==> src/rtl/ikari_vreg_pkg.sv <==
// Shared types for the video-register write path: register selects,
// write-sequencer states and the address decode helper.
package ikari_vreg_pkg;

  localparam int VREG_NUM = 5;

  typedef enum logic [2:0] {
    VREG_BSET = 3'd0,
    VREG_SSET = 3'd1,
    VREG_MSET = 3'd2,
    VREG_F1SY = 3'd3,
    VREG_F2SY = 3'd4
  } vreg_sel_t;

  typedef enum logic [1:0] {
    ST_IDLE   = 2'd0,
    ST_SETUP  = 2'd1,
    ST_STROBE = 2'd2,
    ST_ACK    = 2'd3
  } vreg_state_t;

  // Bit i of the result is the enable for register select i; selects 5-7 decode to nothing.
  function automatic logic [VREG_NUM-1:0] vreg_decode(input logic [2:0] addr);
    logic [VREG_NUM-1:0] sel;
    sel = '0;
    case (addr)
      VREG_BSET: sel[VREG_BSET] = 1'b1;
      VREG_SSET: sel[VREG_SSET] = 1'b1;
      VREG_MSET: sel[VREG_MSET] = 1'b1;
      VREG_F1SY: sel[VREG_F1SY] = 1'b1;
      VREG_F2SY: sel[VREG_F2SY] = 1'b1;
      default:   sel = '0;
    endcase
    return sel;
  endfunction

  function automatic logic vreg_addr_valid(input logic [2:0] addr);
    return addr <= VREG_F2SY;
  endfunction

endpackage

==> src/rtl/ikari_rr_arb2.sv <==
// Two-input round-robin arbiter. Grant is combinational and only offered
// while en is high; the last winner is remembered so ties alternate.
module ikari_rr_arb2 (
  input  logic       clk,
  input  logic       reset,
  input  logic       en,
  input  logic [1:0] req,
  output logic [1:0] grant
);

  logic last_b;  // 1: requester B (index 1) won the previous grant

  always_comb begin
    // NOTE: default first so no path through this block leaves grant unassigned (no latch).
    grant = '0;
    if (en) begin
      if (req[0] && req[1]) begin
        grant = last_b ? 2'b01 : 2'b10;
      end else begin
        grant = req;
      end
    end
  end

  always_ff @(posedge clk) begin
    // NOTE: state registers use non-blocking assignments so every flop samples pre-edge values.
    if (!reset) begin
      last_b <= 1'b1;
    end else if (|grant) begin
      last_b <= grant[1];
    end
  end

endmodule

==> src/rtl/ikari_vreg_write_arbiter.sv <==
// Main/sub CPU video-register write arbiter: grants one write, drives VD_out,
// issues a one-cycle register strobe one cycle later, then acknowledges.
module ikari_vreg_write_arbiter
  import ikari_vreg_pkg::*;
#(
  parameter int NREQ = 2
) (
  input  logic       clk,
  input  logic       reset,
  input  logic       req_a,
  input  logic       req_b,
  input  logic [2:0] addr_a,
  input  logic [2:0] addr_b,
  input  logic [7:0] data_a,
  input  logic [7:0] data_b,
  output logic       ack_a,
  output logic       ack_b,
  output logic       err_a,
  output logic       err_b,
  output logic [7:0] VD_out,
  output logic       BSET,
  output logic       SSET,
  output logic       MSET,
  output logic       F1SY,
  output logic       F2SY,
  output logic       busy
);

  vreg_state_t         state_q, state_d;
  logic [NREQ-1:0]     req, grant;
  logic [2:0]          addr_q;
  logic                win_b_q;
  logic [VREG_NUM-1:0] strobe_d, strobe_q;
  logic                ack_a_d, ack_b_d, err_d;

  assign req = {req_b, req_a};

  ikari_rr_arb2 u_arb (
    .clk   (clk),
    .reset (reset),
    .en    (state_q == ST_IDLE),
    .req   (req),
    .grant (grant)
  );

  always_comb begin
    state_d  = state_q;
    strobe_d = '0;
    ack_a_d  = 1'b0;
    ack_b_d  = 1'b0;
    err_d    = 1'b0;
    case (state_q)
      ST_IDLE:   if (|grant) state_d = ST_SETUP;
      ST_SETUP: begin
        state_d  = ST_STROBE;
        strobe_d = vreg_decode(addr_q);
      end
      ST_STROBE: begin
        state_d = ST_ACK;
        ack_a_d = !win_b_q;
        ack_b_d = win_b_q;
        err_d   = !vreg_addr_valid(addr_q);
      end
      ST_ACK:    state_d = ST_IDLE;
      default:   state_d = ST_IDLE;
    endcase
  end

  // Every output is a flop; the strobe/ack values computed above land one edge later.
  always_ff @(posedge clk) begin
    if (!reset) begin
      state_q  <= ST_IDLE;
      strobe_q <= '0;
      ack_a    <= 1'b0;
      ack_b    <= 1'b0;
      err_a    <= 1'b0;
      err_b    <= 1'b0;
      busy     <= 1'b0;
      VD_out   <= 8'h00;
      addr_q   <= 3'd0;
      win_b_q  <= 1'b0;
    end else begin
      state_q  <= state_d;
      strobe_q <= strobe_d;
      ack_a    <= ack_a_d;
      ack_b    <= ack_b_d;
      err_a    <= ack_a_d & err_d;
      err_b    <= ack_b_d & err_d;
      busy     <= (state_d != ST_IDLE);
      if (|grant) begin
        win_b_q <= grant[1];
        addr_q  <= grant[1] ? addr_b : addr_a;
        VD_out  <= grant[1] ? data_b : data_a;
      end
    end
  end

  assign BSET = strobe_q[VREG_BSET];
  assign SSET = strobe_q[VREG_SSET];
  assign MSET = strobe_q[VREG_MSET];
  assign F1SY = strobe_q[VREG_F1SY];
  assign F2SY = strobe_q[VREG_F2SY];

endmodule

==> config.mk <==
export PLATFORM = sky130hd
export DESIGN_NAME = ikari_vreg_write_arbiter
export DESIGN_NICKNAME = d
export VERILOG_FILES = /design/src/rtl/ikari_vreg_pkg.sv /design/src/rtl/ikari_rr_arb2.sv /design/src/rtl/ikari_vreg_write_arbiter.sv
export SDC_FILE = /design/constraint.sdc
export NUM_CORES = 1
export LEC_CHECK = 0
export ABC_AREA = 1
export CAP_MARGIN = 15
export CORE_UTILIZATION = 42
export DETAILED_ROUTE_END_ITERATION = 10
export PLACE_DENSITY = 0.78
export SLEW_MARGIN = 10
export SYNTH_ARGS = -nofsm -noshare
export SYNTH_HDL_FRONTEND = slang
export SYNTH_SLANG_ARGS = --single-unit
==> constraint.sdc <==
create_clock -name clk -period 1.52 [get_ports clk]
set_input_delay 0.228 -clock clk [delete_from_list [all_inputs] [get_ports clk]]
set_output_delay 0.228 -clock clk [all_outputs]
set_load 0.02 [all_outputs]
After elaboration in Yosys (flattened, before gate mapping)
Cells that the tools add are included.
{"block": "totals", "word_cells": 44, "register_bits": 25, "out_inout_bits": 18}
{"block": "op_classes", "n_mux": 15, "n_eq_ne": 7, "n_lt_le_gt_ge": 1, "n_reduce_logical": 8, "n_bitwise": 2}
{"op": "$mux W1", "count": 8}
{"op": "$mux W2", "count": 4}
{"op": "$mux W8", "count": 1}
{"op": "$pmux W2 S4", "count": 1}
{"op": "$eq A3 B2 Y1 const B", "count": 2}
{"op": "$eq A2 B2 Y1 const B", "count": 2}
{"op": "$eq A3 B1 Y1 const B", "count": 1}
{"op": "$eq A3 B3 Y1 const B", "count": 1}
{"op": "$le A3 B3 Y1 const B", "count": 1}
{"op": "$logic_not A3 Y1", "count": 1}
{"op": "$mux W3", "count": 1}
{"op": "$and A1 B1 Y1", "count": 2}
{"op": "$eq A2 B1 Y1 const B", "count": 1}
{"op": "$logic_not A1 Y1", "count": 2}
{"op": "$logic_not A2 Y1", "count": 1}
{"op": "$reduce_and A2 Y1", "count": 1}
{"op": "$reduce_bool A2 Y1", "count": 1}
{"op": "$reduce_or A2 Y1", "count": 1}
{"op": "$logic_and A1 B1 Y1", "count": 1}

Logic depth before layout (Yosys ltp)
Gate-level depths: netlist (run 1).
{"block": "logic_depth", "ltp_word": 7, "ltp_mapped": 10, "ltp_nobuf": 9}

Modules after synthesis
A second synthesis (run 1) with hierarchy kept.
{"block": "hier_totals", "cells_unflattened": 147, "hier_area_um2": 1074.8}
{"module": "ikari_vreg_write_arbiter", "area_each_um2": 1007.2, "instances": 1, "cells_each": 136, "seq_area_each_um2": 480.5}
{"module": "ikari_rr_arb2", "area_each_um2": 67.6, "instances": 1, "cells_each": 11, "seq_area_each_um2": 20.0}

Least setup slack after synthesis (run 1)
No wires, ideal clock.
{"block": "synth_timing", "kind": "reg2reg", "startpoint": "register state_q[0]", "endpoint": "register VD_out[0]", "n_path_buf": 1, "t_required_ns": 1.411, "t_arrival_ns": 1.151, "path_stages_with_launch": 10, "synth_period_minus_slack_ns": 1.259, "setup_ns": 0.109, "slack_ns": 0.261, "path_cell_list": "dfxtp_1 > inv_1 > ha_1 > nand2_2 > nand2_2 > buf_6 > o21ai_0 > inv_1 > nand2_1 > inv_1"}
{"block": "synth_via", "elab_chain_len": 3}
{"element": "start: declaration", "line_no": "ikari_vreg_write_arbiter.sv:29", "rtl": "vreg_state_t state_q, state_d;"}
{"element": "start signal: assignment", "line_no": "ikari_vreg_write_arbiter.sv:83", "rtl": "state_q <= state_d;"}
{"element": "$logic_not A2 Y1 *", "line_no": "ikari_vreg_write_arbiter.sv:41", "rtl": ".en (state_q == ST_IDLE),"}
{"element": "$mux W2 *", "line_no": "ikari_rr_arb2.sv:16", "rtl": "if (en) begin"}
{"element": "$mux W8 or $reduce_or A2 Y1 (tied branches)", "line_no": "ikari_vreg_write_arbiter.sv:93, ikari_vreg_write_arbiter.sv:90"}
{"element": "end signal: assignment", "line_no": "ikari_vreg_write_arbiter.sv:93", "rtl": "VD_out <= grant[1] ? data_b : data_a;"}
{"element": "end: declaration", "line_no": "ikari_vreg_write_arbiter.sv:20", "rtl": "output logic [7:0] VD_out,"}
Every way passes the cells marked *; elsewhere a longest branch is shown, timed or not.
A chain may end at the register's enable or synchronous reset.

Worst setup path after layout (run 1)
{"block": "layout_timing", "startpoint": "register strobe_q[1]", "endpoint": "output SSET"}
{"element": "start: declaration", "line_no": "ikari_vreg_write_arbiter.sv:33", "rtl": "logic [VREG_NUM-1:0] strobe_d, strobe_q;"}
{"element": "start signal: assignment", "line_no": "ikari_vreg_write_arbiter.sv:84", "rtl": "strobe_q <= strobe_d;"}
{"element": "end: declaration", "line_no": "ikari_vreg_write_arbiter.sv:22", "rtl": "output logic SSET,"}
No word-level cell between the ends.

==> summary.txt, run 1 <==
Floorplanning
  – Row count: 18
  – Initial Util: 0.443
  – Core area: 2450 sq um
  – I/O pins: 44
  – Chip Height: 52.9 microns
  – Die Span X: 52.9 microns
  – Total die area: 2800 sq um

Synthesis
  – Top cells by area, synth: dfxtp_1 (46%), nand3_1 (11%), inv_1 (11%)
  – Synth cell types: 18
  – Syn Nets: 178
  – Synth warn: 0
  – Post-synthesis sequential area ratio: 0.460
  – Flops & latches, synth: 25
  – Synth Flop Type: dfxtp_1
  – Area share of the largest cell type after synthesis: 0.460
  – Area leader, netlist: dfxtp_1
  – Syn Area/Cell: 7.31 sq um
  – Cell area after synthesis: 1090 sq um
  – Post-synthesis cell count: 149
  – EDFF count, synth: 0
  – Synth async-reset ratio: 0
  – Top post-synthesis cells by count: inv_1 (32), nand2_1 (32), dfxtp_1 (25), nand3_1 (24), o21ai_0 (8)

Place
  – Placed Area: 1540 sq um
  – Post-DP HPWL: 1850 microns
  – Buffers on Ports: 43
  – Placer Congestion: 0.748
  – Post-Place Cells: 220

Finish
  – Post-Layout Cell Count: 224
  – Antenna cells: 0
  – Fillers: 219
  – Fin area: 1620 sq um
  – Nets: 224
  – Layout area overhead: 48.4%
  – Layout cells sized above 1: 0.0670
  – Layout Utilization: 0.658

Setup path
  – Instance count on the critical path: 1
  – Kind of critical path: reg2out
  – Worst path slowest cell: clkdlybuf4s50_1
  – CP Capture Type: output port
  – Req. time, crit path: 1290 ps
  – Cells along the critical path: clkdlybuf4s50_1
  – Crit path buf inv count: 1
  – CP max stage delay: 590 ps
  – Reg2reg path depth: 8
  – Startpoint types: flop
  – Worst EP arrival: 1240 ps
  – Crit Path Max Fanout: 1
  – Top delay family on crit path: buffers and inverters

Routing
  – DRT Pass-1 Iters: 4
  – Wire per inst: 10.8 microns
  – Vias per cell: 4.87
  – Antenna Nets Post-Route: 0
  – Via Count: 1,091
  – # DRC: 0
  – Detailed Route WL: 2430 microns
  – Iter 0 DRT Violations: 12

Timing
  – Post-layout min period: 1470 ps
  – Setup Skew: 3.46 ps
  – Fin. Hold Viols: 0
  – Final setup viols: 0
  – Hold Slack: 474 ps
  – Worst-Margin Slew: 261 ps
  – Fmax achieved: 680 MHz
  – Slew margin rel.: 0.824
  – Final worst path period share: 0.967
  – Count of pins over their slew limit: 0

GRT
  – GRT overflow: 0
  – First-pass GRT wire length: 3710 microns
  – Largest net degree at the start of global routing: 24
  – Vias in the first global route: 934
  – Tot GR Track Use: 0.185
  – Initial antenna violation count: 0

Clocking
  – Clock buffer count from CTS: 3
  – Clock sinks: 25
  – Post-CTS setup buffer count: 0
  – Clock slew at reported path FFs: 130 ps
  – Clock root cell: clkbuf_4
  – CTS tree: built
  – Worst-Skew Late Latency: 310 ps
  – Clock tree buffer depth: 2
  – H-tree Lvls: 1

Worst hold path
  – Worst min-delay path class: reg2reg
  – Hold depth: 1

Power and ir drop
  – Maximum resistive drop on vdd: 0.966 mV
  – Leakage dissipation: 1.01 nW
  – PwrDens: 1530 nW/um^2
  – Power, Total: 2.46 mW

Flow run
  – Max_cap viols: 0

Run status
  – Outcome: complete, no violations
-- what timing repair did --
action	in CTS	in global routing
endpoints found under the hold margin	0	0
gates resized for setup	1	17
hold buffers	0	0
cloned	0	0
endpoints found under the setup margin	8	29
-- cells by family (layout without fill, tap and decap cells) --
| logic type | Yosys count | in the layout | synth area share |
|---|---|---|---|
| AND/OR/NAND/NOR | 70 | 70 | 0.294 |
| flip-flops | 25 | 25 | 0.460 |
| buffers and inverters | 39 | 84 | 0.156 |
| adder cells (fa/ha/maj) | 3 | 3 | 0.0345 |
| AO/OA/AOI/OAI | 12 | 12 | 0.0552 |
-- state kept, by name, indices dropped and copies added, names as in the netlist --
name,cells
VD_out,8
ack_a,1
ack_b,1
addr_q,3
busy,1
err_a,1
err_b,1
state_q,2
strobe_q,5
u_arb.last_b,1
win_b_q,1
-- placed cells by master, fill, tap and decap left out --
cell type / Yosys / final
a21oi_1: 1 / 1
buf_4: 2 / 4
clkbuf_4: 0 / 3
clkdlybuf4s50_1: 0 / 29
clkinv_2: 0 / 1
dfxtp_1: 25 / 25
dlymetal6s2s_1: 0 / 14
ha_1: 3 / 2
ha_2: 0 / 1
inv_1: 32 / 32
inv_2: 1 / 1
nand2_1: 32 / 32
nand2_2: 3 / 1
nand2_4: 0 / 2
nand3_1: 24 / 24
nor2_1: 2 / 2
nor3_1: 3 / 3
nor3b_1: 1 / 1
nor4_1: 5 / 5
o21ai_0: 8 / 7
o21ai_1: 3 / 4
-- through the flow --
step	TNS, ps	setup slack, ps
2_1_floorplan	0	261
3_3_place_gp	0	55.0
3_5_place_dp	-59.1	-37.5
4_1_cts	0	0.423
5_1_grt	-0.541	-0.541
6_report	0	50.0
-- area by class of cell --
cell class | count | area, sq um | share of cell area
well taps | 30 | 37.5 | 0.0232
multi-input cells | 85 | 430 | 0.266
repair buffers | 47 | 495 | 0.307
flip-flops and latches | 25 | 500 | 0.310
clock buffers | 3 | 22.5 | 0.0139
inverters | 33 | 124 | 0.0767
clock inverters | 1 | 5.00 | 0.00310
-- where the power goes --
part | internal [mW] | leakage, nW | switching (mW)
Combinational | 0.498 | 0.790 | 0.730
Sequential | 0.843 | 0.206 | 0.103
Clock | 0.0985 | 0.0177 | 0.192
-- routing by layer --
layer  GRT usage  wire length (microns)
met1       0.200                    992
met3      0.0489                    175
met4      0.0877                     25
met2       0.331                   1240
met5           0                      0
-- final timing paths --
| path | startpoint | end | slack, ps |
|---|---|---|---|
| setup reg to reg | state_q[0]$_SDFF_PN0_ | VD_out[4]$_SDFFE_PN0P_ | 130 |
| setup / recovery | strobe_q[1]$_SDFF_PN0_ | SSET | 50 |
| hold / removal | addr_q[1]$_SDFFE_PN0P_ | strobe_q[1]$_SDFF_PN0_ | 470 |
| hold reg to reg | addr_q[1]$_SDFFE_PN0P_ | strobe_q[1]$_SDFF_PN0_ | 470 |
Note: power is estimated with default switching activity, not from simulation.
==> run 2: changes to the inputs <==
--- a/config.mk
+++ b/config.mk
@@ -7,6 +7,7 @@
 export LEC_CHECK = 0
 export ABC_AREA = 1
 export CAP_MARGIN = 15
+export CORE_MARGIN = 5
 export CORE_UTILIZATION = 42
 export DETAILED_ROUTE_END_ITERATION = 10
 export PLACE_DENSITY = 0.78
==> run 2 against run 1 <==
Utilization fell by 1.5 points. First-iteration DRC count rose by 25%. Clock skew barely moved. Final cell count fell by 0.45%. Setup slack improved by 8.1 ps. Clock power fell by 2%. Clock-buffer cell count rose by 1. Sequential cell count did not move. Power fell by 0.49%. Sequential power fell by 0.5%. Combinational power barely moved.
==> summary.txt, run 2 (synthesis results as in run 1) <==
Floorplanning
  – Die Span X: 60.9 microns
  – I/O pins: 44
  – Initial Util: 0.439
  – Total die area: 3710 sq um
  – Chip Height: 60.9 microns
  – Row count: 18
  – Core area: 2480 sq um

Routing
  – DRT Pass-1 Iters: 3
  – Vias per cell: 4.66
  – # DRC: 0
  – Antenna Nets Post-Route: 0
  – Wire per inst: 10.8 microns
  – Iter 0 DRT Violations: 15
  – Via Count: 1,039
  – Detailed Route WL: 2400 microns

Clocking
  – Clock tree buffer depth: 2
  – H-tree Lvls: 1
  – Clock sinks: 25
  – Clock slew at reported path FFs: 130 ps
  – Clock buffer count from CTS: 3
  – Clock root cell: clkbuf_4
  – CTS tree: built
  – Post-CTS Hold Buffers: 0
  – Worst-Skew Late Latency: 310 ps

Setup path
  – CP Capture Type: output port
  – Top delay family on crit path: buffers and inverters
  – CP max stage delay: 590 ps
  – Worst reg2reg path endpoint: VD_out[2]$_SDFFE_PN0P_
  – CP startpoint: err_b$_SDFF_PN0_
  – Kind of critical path: reg2out
  – Crit Path Max Fanout: 1
  – R2r setup slk: 150 ps
  – Crit Reg-Reg Startpoint: state_q[0]$_SDFF_PN0_
  – Crit path buf inv count: 1
  – Worst path slowest cell: clkdlybuf4s50_1
  – Worst EP arrival: 1230 ps
  – Startpoint types: flop
  – Cells along the critical path: clkdlybuf4s50_1
  – Req. time, crit path: 1290 ps
  – Reg2reg path depth: 8

Place
  – Pre-CTS setup slack: 15.8 ps
  – Placer Congestion: 0.829
  – Post-DP HPWL: 1840 microns
  – Buffers on Ports: 43

Timing
  – RSZ-0062 raised after global routing: no
  – Final worst path period share: 0.962
  – Final setup viols: 0
  – Worst-Margin Slew: 316 ps
  – Post-layout min period: 1460 ps
  – Final setup TNS: 0 ps
  – Count of pins over their slew limit: 0
  – Fin. Hold Viols: 0
  – Final WS setup: 58.1 ps
  – Slew margin rel.: 0.788
  – Fmax achieved: 684 MHz
  – Setup Skew: 3.44 ps

Finish
  – Seq. cell area: 502 sq um
  – Most flops, register: VD_out
  – Multi-input gate area in the final layout: 428 sq um
  – Fillers: 226
  – Nets: 223
  – Layout area overhead: 46.4%
  – Commonest non-fill, non-tap cells in the layout: nand2_1 (32), clkdlybuf4s50_1 (32), inv_1 (31)
  – Layout Utilization: 0.643
  – Antenna cells: 0
  – Largest register FFs: 8
  – Top flop regs: VD_out: 8 flops, strobe_q: 5 flops, addr_q: 3 flops
  – Layout cells sized above 1: 0.0622

Power and ir drop
  – Switching power: 1.01 mW
  – Combinational fraction of design power: 0.501
  – Power, Total: 2.45 mW
  – Maximum resistive drop on vdd: 0.966 mV
  – PwrDens: 1540 nW/um^2
  – Sequential share of power: 0.384
  – Switch share: 0.413
  – Clk pwr share: 0.116
  – Leakage dissipation: 0.946 nW
  – Pint: 1.44 mW

Worst hold path
  – WHS Endpoint: strobe_q[2]$_SDFF_PN0_
  – Worst min-delay path class: reg2reg
  – Hold depth: 1
  – HP Start: addr_q[0]$_SDFFE_PN0P_

GRT
  – First-pass GRT wire length: 4310 microns
  – Largest net degree at the start of global routing: 24
  – Vias in the first global route: 1,030
  – GRT overflow: 0
  – Initial antenna violation count: 0
  – Tot GR Track Use: 0.153

Flow run
  – Max_cap viols: 0

Run status
  – Outcome: complete, no violations
run 2: layer usage:
layer | global-route usage | vias to the layer above | part of all wire
li1 | - | 550 | -
met1 | 0.191 | 450 | 0.44
met2 | 0.253 | 35 | 0.47
met3 | 0.0426 | 4 | 0.086
met4 | 0.0557 | 0 | 0.012
met5 | 0 | - | 0
run 2: metrics by stage:
stage / area (sq um) / cells / hold slack (ps)
global route: 1590 / 223 / 514
floorplan: 1090 / 149 / 411
global placement: 1530 / 219 / 444
CTS: 1560 / 223 / 463
finish: 1590 / 223 / 461
detailed placement: 1530 / 219 / 442
run 2: power groups by stage:
stage / sequential, mW / clock [mW] / combinational [mW]
floorplan: 1.08 / 0 / 0.723
global placement: 0.955 / 0 / 1.19
detailed placement: 0.957 / 0 / 1.22
CTS: 0.944 / 0.292 / 1.23
global route: 0.972 / 0.332 / 1.39
finish: 0.941 / 0.284 / 1.23
run 2: how the worst max path moves through the flow:
| stage | end | slack, ps | cells after the start |
|---|---|---|---|
| CTS | VD_out[1] | 3 | 1 |
| detailed placement | u_arb.last_b$_SDFFE_PN1P_ | 20 | 6 |
| global route | err_b | 3 | 1 |
| global placement | u_arb.last_b$_SDFFE_PN1P_ | 50 | 6 |
| finish | err_b | 60 | 1 |
| floorplan | VD_out[0]$_SDFFE_PN0P_ | 260 | 9 |
run 2: timing repair:
| item | in CTS | in global routing |
|---|---|---|
| resized for setup | 1 | 14 |
| setup endpoints to repair | 1 | 25 |
| gates cloned | 0 | 0 |
| pin swaps | 0 | 0 |
| setup buffers | 0 | 0 |
run 2: area by class of cell:
| cell class | instances | area share |
|---|---|---|
| clock buffer | 4 | 0.0165 |
| inverter | 33 | 0.0777 |
| multi-input combinational | 85 | 0.268 |
| sequential | 25 | 0.315 |
| tap | 30 | 0.0235 |
| timing repair buffer | 46 | 0.299 |
==> run 3: changes to the inputs <==
--- a/config.mk
+++ b/config.mk
@@ -10,6 +10,8 @@
 export CORE_MARGIN = 5
 export CORE_UTILIZATION = 42
 export DETAILED_ROUTE_END_ITERATION = 10
+export GPL_ROUTABILITY_DRIVEN = 1
+export MAX_ROUTING_LAYER = met4
 export PLACE_DENSITY = 0.78
 export SLEW_MARGIN = 10
 export SYNTH_ARGS = -nofsm -noshare
==> run 3 against run 2 <==
Sequential power about the same. Sequential share of layout area unchanged. Non-clock buffer count unchanged. Clock power about the same. Via count about the same. Utilization unchanged. Power about the same. Largest power group unchanged.
==> summary.txt, run 3 (synthesis results as in run 1) <==
Run status
  – Outcome: complete, no violations

Setup path
  – Worst EP arrival: 1230 ps
  – Startpoint types: flop
  – Reg2reg path depth: 8
  – Cells along the critical path: clkdlybuf4s50_1
  – CP max stage delay: 590 ps
  – Worst path slowest cell: clkdlybuf4s50_1
  – Req. time, crit path: 1290 ps
  – CP Capture Type: output port
  – Crit Path Max Fanout: 1
  – Top delay family on crit path: buffers and inverters
  – Kind of critical path: reg2out
  – Instance count on the critical path: 1
  – Crit path buf inv count: 1

Finish
  – Top flop regs: VD_out: 8 flops, strobe_q: 5 flops, addr_q: 3 flops
  – Layout area overhead: 46.4%
  – Nets: 223
  – Commonest non-fill, non-tap cells in the layout: nand2_1 (32), clkdlybuf4s50_1 (32), inv_1 (31)
  – Largest register FFs: 8
  – Antenna cells: 0
  – Layout cells sized above 1: 0.0622
  – Most flops, register: VD_out

Timing
  – Slew margin rel.: 0.788
  – Final setup TNS: 0 ps
  – Post-layout min period: 1460 ps
  – Final setup viols: 0
  – Count of pins over their slew limit: 0
  – Worst-Margin Slew: 316 ps
  – Fmax achieved: 684 MHz
  – RSZ-0062 raised after global routing: no
  – Fin. Hold Viols: 0
  – Final worst path period share: 0.962
  – Hold Slack: 461 ps
  – Setup Skew: 3.40 ps

Place
  – Placer Congestion: 0.841
  – Buffers on Ports: 43
  – Post-DP HPWL: 1840 microns

Floorplanning
  – Chip Height: 60.9 microns
  – Initial Util: 0.439
  – I/O pins: 44
  – Die Span X: 60.9 microns
  – Row count: 18
  – Total die area: 3710 sq um
  – Core area: 2480 sq um

Power and ir drop
  – Maximum resistive drop on vdd: 0.966 mV
  – PwrDens: 1540 nW/um^2
  – Leakage dissipation: 0.946 nW

Clocking
  – CTS tree: built
  – Clock slew at reported path FFs: 130 ps
  – Clock sinks: 25
  – Worst-Skew Late Latency: 310 ps
  – Clock tree buffer depth: 2
  – H-tree Lvls: 1
  – Clock root cell: clkbuf_4
  – Post-CTS setup buffer count: 0
  – Clock buffer count from CTS: 3
  – Post-CTS Hold Buffers: 0

GRT
  – Vias in the first global route: 1,030
  – Largest net degree at the start of global routing: 24
  – Initial antenna violation count: 0
  – Tot GR Track Use: 0.158
  – GRT overflow: 0
  – First-pass GRT wire length: 4310 microns

Routing
  – # DRC: 0
  – Iter 0 DRT Violations: 13
  – Antenna Nets Post-Route: 0
  – DRT Pass-1 Iters: 3
  – Via Count: 1,040
  – Wire per inst: 10.8 microns
  – Detailed Route WL: 2400 microns
  – Vias per cell: 4.66

Flow run
  – Max_cap viols: 0

Worst hold path
  – Worst min-delay path class: reg2reg
  – Hold depth: 1
[run 3: metal layers]
| layer | track usage | part of all wire | vias up |
|---|---|---|---|
| met5 | - | 0 | - |
| met4 | 0.0557 | 0.012 | 0 |
| met3 | 0.0340 | 0.075 | 4 |
| met2 | 0.253 | 0.47 | 35 |
| met1 | 0.196 | 0.45 | 451 |
| li1 | - | - | 550 |
[run 3: cell type report]
| type | count | area, sq um |
|---|---|---|
| clock buffer | 4 | 26.3 |
| fill | 226 | 883 |
| inverter | 33 | 124 |
| multi-input combinational | 85 | 428 |
| sequential | 25 | 502 |
| tap | 30 | 37.5 |
| timing repair buffer | 46 | 477 |
[run 3: what timing repair did]
item,in CTS,in global routing
pin swaps,0,0
resized for setup,1,14
hold endpoints to repair,0,0
setup endpoints to repair,1,25
[run 3: power by group]
group / leakage, nW / internal [mW] / total (mW) / switching, mW
clock network: 0.0150 / 0.102 / 0.284 / 0.182
registers: 0.206 / 0.845 / 0.941 / 0.0954
logic: 0.725 / 0.493 / 1.23 / 0.735
total: 0.946 / 1.44 / 2.45 / 1.01
[run 3: final timing paths]
kind	from	end	slack [ps]
max	err_b$_SDFF_PN0_	err_b	60
min	addr_q[0]$_SDFFE_PN0P_	strobe_q[2]$_SDFF_PN0_	460
max reg2reg	state_q[0]$_SDFF_PN0_	VD_out[2]$_SDFFE_PN0P_	150
min reg2reg	addr_q[0]$_SDFFE_PN0P_	strobe_q[2]$_SDFF_PN0_	460
[run 3: stage by stage]
step           cells  total power, mW  setup WS, ps  instance area, sq um  utilization
2_1_floorplan    149             1.80           261                  1090            -
3_3_place_gp     219             2.14          52.2                  1530        0.619
3_5_place_dp     219             2.18          15.8                  1530        0.619
4_1_cts          223             2.46          3.02                  1560        0.629
5_1_grt          223             2.70          3.01                  1590        0.643
6_report         223             2.45          58.1                  1590        0.643
